File: src/rtl/led_pulser.sv
// Multi-channel LED pulser: a shared prescaled timebase and PWM counter drive
// per-channel periodic on-windows with double-buffered configuration.
module led_pulser #(
    parameter int NUM_CH         = 4,
    parameter int PRESCALE_TICKS = 240,
    parameter int PERIOD_W       = 17,
    parameter int PWM_BITS       = 7,
    parameter int ACTIVE_LOW     = 1,
    localparam int CH_W          = (NUM_CH > 1) ? $clog2(NUM_CH) : 1
) (
    input  logic                  clk,
    input  logic                  reset,
    input  logic                  cfg_we,
    input  logic [CH_W-1:0]       cfg_ch,
    input  logic [PERIOD_W-1:0]   cfg_period,
    input  logic [PERIOD_W-1:0]   cfg_on,
    input  logic [PWM_BITS:0]     cfg_duty,
    output logic [NUM_CH-1:0]     led_out,
    output logic                  tick
);

    localparam int PRE_W = $clog2(PRESCALE_TICKS);
    localparam logic [PRE_W-1:0] PRE_LAST = PRE_W'(PRESCALE_TICKS - 1);
    localparam logic POL = (ACTIVE_LOW != 0);

    logic [PRE_W-1:0]    pre_cnt;
    logic [PWM_BITS-1:0] pwm_cnt;

    logic [PERIOD_W-1:0] pend_period [NUM_CH];
    logic [PERIOD_W-1:0] pend_on     [NUM_CH];
    logic [PWM_BITS:0]   pend_duty   [NUM_CH];
    logic [PERIOD_W-1:0] act_period  [NUM_CH];
    logic [PERIOD_W-1:0] act_on      [NUM_CH];
    logic [PWM_BITS:0]   act_duty    [NUM_CH];
    logic [PERIOD_W-1:0] phase       [NUM_CH];

    logic [NUM_CH-1:0] wr_hit;
    logic [NUM_CH-1:0] wr_disable;
    logic [NUM_CH-1:0] wrap;
    logic [NUM_CH-1:0] lit;

    always_comb begin
        logic in_win;
        wr_hit     = '0;
        wr_disable = '0;
        wrap       = '0;
        lit        = '0;
        in_win     = 1'b0;
        for (int unsigned i = 0; i < NUM_CH; i++) begin
            wr_hit[i]     = cfg_we && (cfg_ch == CH_W'(i));
            wr_disable[i] = wr_hit[i] && (cfg_period == '0);
            wrap[i]       = tick && (act_period[i] != '0) &&
                            (phase[i] == act_period[i] - PERIOD_W'(1));
            // period - on is only formed once on < period, so it never wraps
            if (act_on[i] == '0)
                in_win = 1'b0;
            else if (act_on[i] >= act_period[i])
                in_win = 1'b1;
            else
                in_win = (phase[i] >= act_period[i] - act_on[i]);
            lit[i] = (act_period[i] != '0) && in_win &&
                     ({1'b0, pwm_cnt} < act_duty[i]);
        end
    end

    always_ff @(posedge clk or posedge reset) begin
        if (reset) begin
            pre_cnt <= '0;
            pwm_cnt <= '0;
            tick    <= 1'b0;
            led_out <= POL ? '1 : '0;
            for (int unsigned i = 0; i < NUM_CH; i++) begin
                pend_period[i] <= '0;
                pend_on[i]     <= '0;
                pend_duty[i]   <= '0;
                act_period[i]  <= '0;
                act_on[i]      <= '0;
                act_duty[i]    <= '0;
                phase[i]       <= '0;
            end
        end else begin
            tick    <= (pre_cnt == PRE_LAST);
            pre_cnt <= (pre_cnt == PRE_LAST) ? '0 : pre_cnt + PRE_W'(1);
            pwm_cnt <= pwm_cnt + PWM_BITS'(1);
            for (int unsigned i = 0; i < NUM_CH; i++) begin
                // a disabling write also blanks the LED in the same edge
                led_out[i] <= (lit[i] && !wr_disable[i]) ^ POL;
                if (wr_hit[i]) begin
                    pend_period[i] <= cfg_period;
                    pend_on[i]     <= cfg_on;
                    pend_duty[i]   <= cfg_duty;
                end
                if (act_period[i] == '0) begin
                    act_period[i] <= pend_period[i];
                    act_on[i]     <= pend_on[i];
                    act_duty[i]   <= pend_duty[i];
                    phase[i]      <= '0;
                end else if (wr_disable[i]) begin
                    act_period[i] <= cfg_period;
                    act_on[i]     <= cfg_on;
                    act_duty[i]   <= cfg_duty;
                    phase[i]      <= '0;
                end else if (wrap[i]) begin
                    act_period[i] <= wr_hit[i] ? cfg_period : pend_period[i];
                    act_on[i]     <= wr_hit[i] ? cfg_on     : pend_on[i];
                    act_duty[i]   <= wr_hit[i] ? cfg_duty   : pend_duty[i];
                    phase[i]      <= '0;
                end else if (tick) begin
                    phase[i] <= phase[i] + PERIOD_W'(1);
                end
            end
        end
    end

endmodule

File: config.mk
export PLATFORM = sky130hd
export DESIGN_NAME = led_pulser
export DESIGN_NICKNAME = d
export VERILOG_FILES = /design/src/rtl/led_pulser.sv
export SDC_FILE = /design/constraint.sdc
export NUM_CORES = 1
export LEC_CHECK = 0
export CAP_MARGIN = 10
export CORE_MARGIN = 5
export CORE_UTILIZATION = 50
export CTS_CLUSTER_DIAMETER = 100
export DETAILED_ROUTE_END_ITERATION = 8
export GPL_TIMING_DRIVEN = 0
export PLACE_DENSITY = 0.74
export SYNTH_ARGS = -nofsm -noshare
export SYNTH_HDL_FRONTEND = slang
export SYNTH_SLANG_ARGS = --single-unit
File: constraint.sdc
create_clock -name clk -period 19.5 [get_ports clk]
set_input_delay 3.9 -clock clk [delete_from_list [all_inputs] [get_ports clk]]
set_output_delay 3.9 -clock clk [all_outputs]
set_load 0.01 [all_outputs]
==> out/summary.md, run 1 <==
The flow ran to the end, and the final reports show no timing, DRC or antenna violations. The kind of start point of the critical path was an input pin. Across all setup checks in the final design, the least slack found is 12.65 ns. The tools report the relative max-transition margin as 0.244. The cell type contributing the most total cell area after synthesis is dfrtp_1. The final worst-path cycle share was 0.351.

Summed over all nets, the half-perimeter wirelength after detailed placement is 53000 µm. The tools report the switching power as 1550 µW. At the placement stage, the worst setup path has a slack of 11.52 ns.

STA classifies the critical path endpoint as a register. The routed design has 71900 µm of wire. The number of synthesized register bits came out at 424.

The tools report the number of nets in the layout as 2890. The proportion of total power due to net switching is 0.391, and the number of warnings reported in the yosys synthesis log is 0. The logs give 0 for the post-CTS resize count and 146 MHz for the highest clock frequency the design can meet. The TritonCTS buffer count was 47; the maximum fanout encountered on the critical timing path was 10. For the static leakage, the log shows 0.0141 µW. The via count of the first global-routing pass was 20272. After synthesis, the cell types taking the most area are dfrtp_1, mux2i_1, ha_1. The number of buffers inserted by post-CTS setup repair was 0.

The fraction of post-synthesis cell area in the top cell type by area works out to 0.400. The final number of hold-violating endpoints is 0. The max-slew violation total from the final report is 0. The core region is 0.0523 mm². The number of nets in the synthesized netlist is 2785. Port buffering added 51 buffers. The largest net degree at the start of global routing is 133, and the synthesized instance count is 2564. Setup violations remaining at the end of the flow were counted as 0. The clock passes through at most 3 buffers.

The run gives 2 as the number of antenna violations at the first check in global routing. The die boundary height was 239 µm. The most used flip-flop cell after synthesis is dfrtp_1. The number of different library cells used by synthesis comes to 81. The run gives 0.451 as the combinational group share of total power. Data arrives at the worst endpoint at 7.31 ns.

The final weighted congestion in routability-driven placement was 0.932; the vias after detailed routing was 20046. Register-to-register setup slack: 15.11 ns. The later pin in the worst-skew pair is clocked with a latency of 0.58 ns. The die is 239 µm wide. The number of antenna diodes in the final layout is 0.

The overall fraction of global-route tracks in use is 0.249. The synthesis-to-layout area growth was 11.6%; the CTS H-tree depth was 2. 52 I/O pins were placed.

At the worst endpoint, the required time is 19.96 ns. The tool flagged a number of max-cap violations equal to 0. The tools report the number of core rows as 84.

The finished cells cover 0.0293 mm². The path category of the worst min-delay check is register to register. The power share of the sequential group came out at 0.317. The worst setup path is of the input pin to register kind. The starting density of the core is 0.502. For the wire length of the first global-routing pass, the log shows 113000 µm. For this run, the detailed router's first-pass iteration total came to 6.

For this run, design rule violations remaining after detail routing come to 0. The portion of the post-synthesis area used by sequential elements is 0.404, and the maximum VDD drop is 0.0858 mV. By count the netlist is led by dfrtp_1, mux2i_1, nand2_1, inv_1. In this run the cell area of the synthesized design comes to 0.0263 mm². The routed length per placed instance was 21.2 µm; the placed instance area was 0.0277 mm².

The tools report the internal portion of total power as 2410 µW. TritonCTS built the clock tree. dfrtp_1 is the most common cell in the netlist.

The synthesized area per cell works out to 10.3 µm². The fraction of final layout cells sized beyond drive strength 1 was 0.114. At the pin with the least slew margin, the transition time is 1.13 ns.

Between clock sinks in the finished design, the worst skew comes to 0.0130 ns. In this run, synthesis inferred 0 flip-flops with an integrated enable. Clock-pin slew was measured on the worst setup and hold paths at 0.06 ns. The worst path needs 6.85 ns of the cycle, external delays included. Dividing total power by cell area gives a power density of 135 mW/mm².

The logs give 424 for the number of clock sinks and 0 for the number of hold buffers added after cts. The fraction of power consumed by the clock network is 0.232. The number of DRC violations after detailed-routing iteration 0 was 1576. Using the TritonRoute via totals, the vias-per-cell ratio works out to 5.91.

The run gives 0 as the final antenna-violating net count. The async set or reset register ratio after synthesis was 1.00; the final hold slack was 0.492 ns. The run gives 0.0573 mm² as the floorplan die area.

Setup repair after global routing left no endpoint under its margin. The cell chosen for the clock root is clkbuf_16. The tools report the total global routing overflow as 0.
[cells by family (layout without fill, tap and decap cells)]
| logic type | after synthesis | count (layout) | synth area share |
|---|---|---|---|
| DFF | 424 | 424 | 0.404 |
| AOI/OAI and AO/OA | 398 | 398 | 0.0943 |
| adders and majority gates | 174 | 174 | 0.0840 |
| and+or+nand+nor | 659 | 659 | 0.131 |
| buffers and inverters | 269 | 407 | 0.0449 |
| xor gates and xnor gates | 202 | 202 | 0.0673 |
| muxes | 438 | 438 | 0.175 |
[power by group through the flow]
stage	Combinational, µW	Sequential, µW	Clock [µW]
detailed placement	1760	1270	0
global placement	1700	1260	0
floorplan	1380	1200	0
global route	2010	1280	968
finish	1790	1260	917
CTS	1780	1250	931
[registers in the layout, indices dropped and copies added, names as in the netlist]
register	cells
pend_period	68
led_out	4
act_duty	32
act_period	68
pre_cnt	8
phase	68
tick	1
act_on	68
pend_on	68
pwm_cnt	7
pend_duty	32
[stage by stage]
step	cells	setup TNS [ns]	utilization	power, µW
floorplan	2564	0	-	2580
global placement	3303	-303.47	0.528	2960
detailed placement	3306	0	0.530	3030
CTS	3388	0	0.560	3960
global route	3390	0	0.560	4250
finish	3390	0	0.560	3960
[final timing paths]
check / from / end / depth (start not counted)
worst min register to register: act_duty[7] / act_duty[7] / 2
max in group asynchronous: reset / led_out[0] / 4
worst min-delay path: act_duty[7] / act_duty[7] / 2
worst max register to register: act_period[51] / led_out[0] / 18
min in group asynchronous: reset / phase[28] / 2
worst max-delay path: cfg_period[10] / phase[26] / 11
[worst max-delay path: stages]
cell and delay [ns]:
clkdlybuf4s50_1 0.83, nor4_1 0.44, nand4_1 0.12, nor4_1 0.37
clkbuf_2 0.27, inv_1 0.19, o21a_1 0.34, o31ai_2 0.16
buf_2 0.31, buf_2 0.27, nor2_1 0.08
[cells in the final DEF (no fill, tap or decap), types with 16 or more instances in the layout]
cell type,netlist,layout
a21o_1,46,46
a21oi_1,76,76
and2_1,24,24
and3_1,26,26
clkbuf_1,57,64
clkbuf_16,0,49
clkdlybuf4s50_1,0,51
dfrtp_1,420,420
ha_1,170,170
inv_1,172,171
mux2_2,170,170
mux2i_1,268,268
nand2_1,193,193
nand2b_1,27,27
nand3_1,67,67
nand4_1,44,44
nor2_1,107,107
nor2b_1,18,18
nor3_1,37,37
nor4_1,33,33
o21ai_0,107,107
o21ai_1,50,50
or3_1,16,16
xnor2_1,114,114
xor2_1,88,88
[metal layers]
| metal | vias up | global-route usage | wire length [µm] |
|---|---|---|---|
| met3 | 176 | 0.0359 | 4320 |
| met1 | 9933 | 0.337 | 31100 |
| met4 | 0 | 0.106 | 3400 |
| met2 | 612 | 0.403 | 33100 |
| li1 | 9325 | - | - |
| met5 | - | 0 | 0 |
[area by class of cell]
type,instances,area [µm²]
fill,4554,23000
multi-input combinational,1871,14500
sequential,424,10600
clock buffer,62,1340
tap,688,861
inverter,173,657
timing repair buffer,56,603
buffer,96,532
clock inverter,20,244
Power figures use the tool's default switching activity.
==> run 2: changes to the inputs <==
==> constraint.sdc (replaced) <==
create_clock -name clk -period 6.7 [get_ports clk]
set_input_delay 1.34 -clock clk [delete_from_list [all_inputs] [get_ports clk]]
set_output_delay 1.34 -clock clk [all_outputs]
set_load 0.01 [all_outputs]
==> out/summary.md, run 2 (same netlist as run 1, synthesis figures left out) <==
The flow ran to the end, and the final reports show no timing, DRC or antenna violations. Power spread over the standard cell area amounts to 389 mW/mm². Pin placement for this block handled 52 I/O pins.

Setup repair after global routing left no endpoint under its margin. The logs give 2 for the CTS H-tree depth and 0 for the number of hold buffers added after cts. Setup slack on the critical path of the routed design comes to 2.24 ns.

The critical path in this run is classified as input pin to register. The number of clock buffers added by TritonCTS is 46. The synthesis-to-layout area growth was 11.9%.

The maximum VDD drop is 0.280 mV. The number of buffers inserted by post-CTS setup repair was 0. Summed over all nets, the half-perimeter wirelength after detailed placement is 53600 µm. The tools report the final antenna-violating net count as 0. After detailed routing, the total wire length is 71500 µm. In this run the tool buffered the top-level ports with 51 buffer cells. Summing all placed instances gives a cell area of 0.0279 mm². Along the worst path, the maximum fanout reaches 10. The library cell used most frequently in the layout, excluding fill and tap cells, is dfrtp_1. The worst setup path is captured at a register. For this run, the post-layout net count is 2897.

Max-slew violation total from the final report: 0. Across the routed clock network, the largest skew measured is 0.0166 ns. The kind of start point of the critical path was an input pin.

The delay contributed by the slowest stage of the critical path was 0.82 ns. In the final routed layout, each cell accounts on average for 21.0 µm. The count of final setup violators is 0, and the floorplan die area is 0.0573 mm². After the first detailed-routing iteration, the DRC count stood at 1573.

For this run, the top clock speed supported by timing is 224 MHz. The final worst-path cycle share is 0.666. For the final number of hold-violating endpoints, the log shows 0. Summed over all layers, the global routing overflow is 0. The startpoint identified for the worst hold timing path is act_duty[8]. Clock latency on the worst-skew pair, taken at its later pin, is 0.60 ns. Clock period minus final worst setup slack: 4.46 ns. The pre-CTS worst setup slack is 1.16 ns. The longest clock path from root to sink contains 3 buffers. Setup slack on the worst reg-to-reg path comes out at 2.32 ns. In this run the core area contains 84 standard-cell rows. Walking the worst path, the cells encountered are clkdlybuf4s50_1, nor4_1, nand4_1, nor4_1, clkbuf_2, inv_1, o21ai_0, nor2_1, clkbuf_1, nand2_1, o21ai_0. Routability-driven placement finished with a final weighted congestion of 0.977. After clock tree synthesis, the clock-pin slew on the worst setup and hold paths is 0.06 ns.

The length of the first detailed-routing pass in iterations came out at 5. The region available for standard cell placement spans 0.0523 mm². The logs give 0 for the post-route DRC violation count and 3400 for the final cell count without fillers. Summing over every cut layer, the via total after detailed routing is 19944.

Data on the critical path is required at its endpoint by 7.16 ns. For this design the static power due to leakage is 0.0141 µW. Post-CTS repair changed the size of 0 cells. The cell at the slowest stage of the critical path is clkdlybuf4s50_1. The cell total after placement was 3314; the final hold slack was 0.485 ns. For the relative max-transition margin, the log shows 0.156. At the pin with the least slew margin, the transition time is 1.27 ns. The starting density of the core came out at 0.502.

The tool flagged a number of max-cap violations equal to 0. Via count of the first global-routing pass: 20434. The width of the die is 239 µm. The fraction of final layout cells sized beyond drive strength 1 was 0.115. The routed via count divided by cell count came out at 5.87.

The depth of the most critical reg-to-reg path was 18; the depth of the worst hold-timing path was 2. The finished cells cover 0.0294 mm². In this run the critical register-to-register path is captured at led_out[0].

The path class of the tightest hold or removal check is register to register. The first global-routing pass estimated 114000 µm of wire. The tools report the number of clock sinks as 424. The tree is rooted in a clkbuf_16. The largest net degree at the start of global routing was 44.

TritonCTS built the clock tree. The die is 239 µm tall. The tools report the launch point of the worst reg-to-reg path as act_period[51].

The overall fraction of global-route tracks in use came out at 0.250. In the layout the commonest cells are dfrtp_1, mux2i_1, nand2_1, inv_1. The end point of the worst hold path is act_duty[8]. The number of antenna violations at the first check in global routing was 4; the arrival time at the worst endpoint was 4.92 ns.
==> run 2: cell count changes in the layout (fill, tap and decap cells not counted), moves of 2 or more <==
| cell | delta |
|---|---|
| clkinv_2 | -4 |
| clkbuf_8 | +2 |
| buf_12 | +11 |
| clkbuf_16 | -2 |
| bufinv_16 | -2 |
| diode_2 | +2 |
| clkbuf_1 | +4 |
| buf_16 | -3 |
==> run 2: how the worst max path moves through the flow <==
stage,endpoint,cells past startpoint,startpoint,slack [ns]
floorplan,act_duty[0],1,reset,-0.36
global placement,phase[65],2,reset,-2.99
detailed placement,phase[9],10,cfg_period[10],1.16
CTS,phase[9],10,cfg_period[10],1.78
global route,led_out[0],18,act_period[51],1.87
finish,phase[5],11,cfg_period[10],2.24
==> run 2: cell type report <==
class	count	area, µm²
Multi-Input combinational cell	1871	14500
Clock inverter	16	193
Fill cell	4508	22900
Clock buffer	66	1330
Timing Repair Buffer	64	741
Buffer	96	532
Sequential cell	424	10600
Tap cell	688	861
Inverter	173	653
Antenna cell	2	5.00
==> run 2: per-layer routing <==
layer / track usage / share of wire
met5: 0 / 0
met3: 0.0395 / 0.054
met1: 0.343 / 0.44
met4: 0.0804 / 0.033
met2: 0.411 / 0.47
==> run 2: per-stage QoR <==
stage	setup TNS [ns]	utilization	total power (µW)
2_1_floorplan	-150.44	-	7510
3_3_place_gp	-1237.56	0.528	8590
3_5_place_dp	0	0.533	8790
4_1_cts	0	0.562	11400
5_1_grt	0	0.562	12300
6_report	0	0.562	11400
==> run 2: report_power, final <==
group	total, µW	internal [µW]	switching [µW]
registers	3640	3120	515
clock network	2600	1500	1100
logic	5190	2310	2880
==> run 2: worst max-delay path, delay by kind of cell <==
family | cells | cell delay, ns
AO/OA/AOI/OAI | 2 | 0.61
buffers and inverters | 4 | 1.58
AND/OR/NAND/NOR | 5 | 1.39
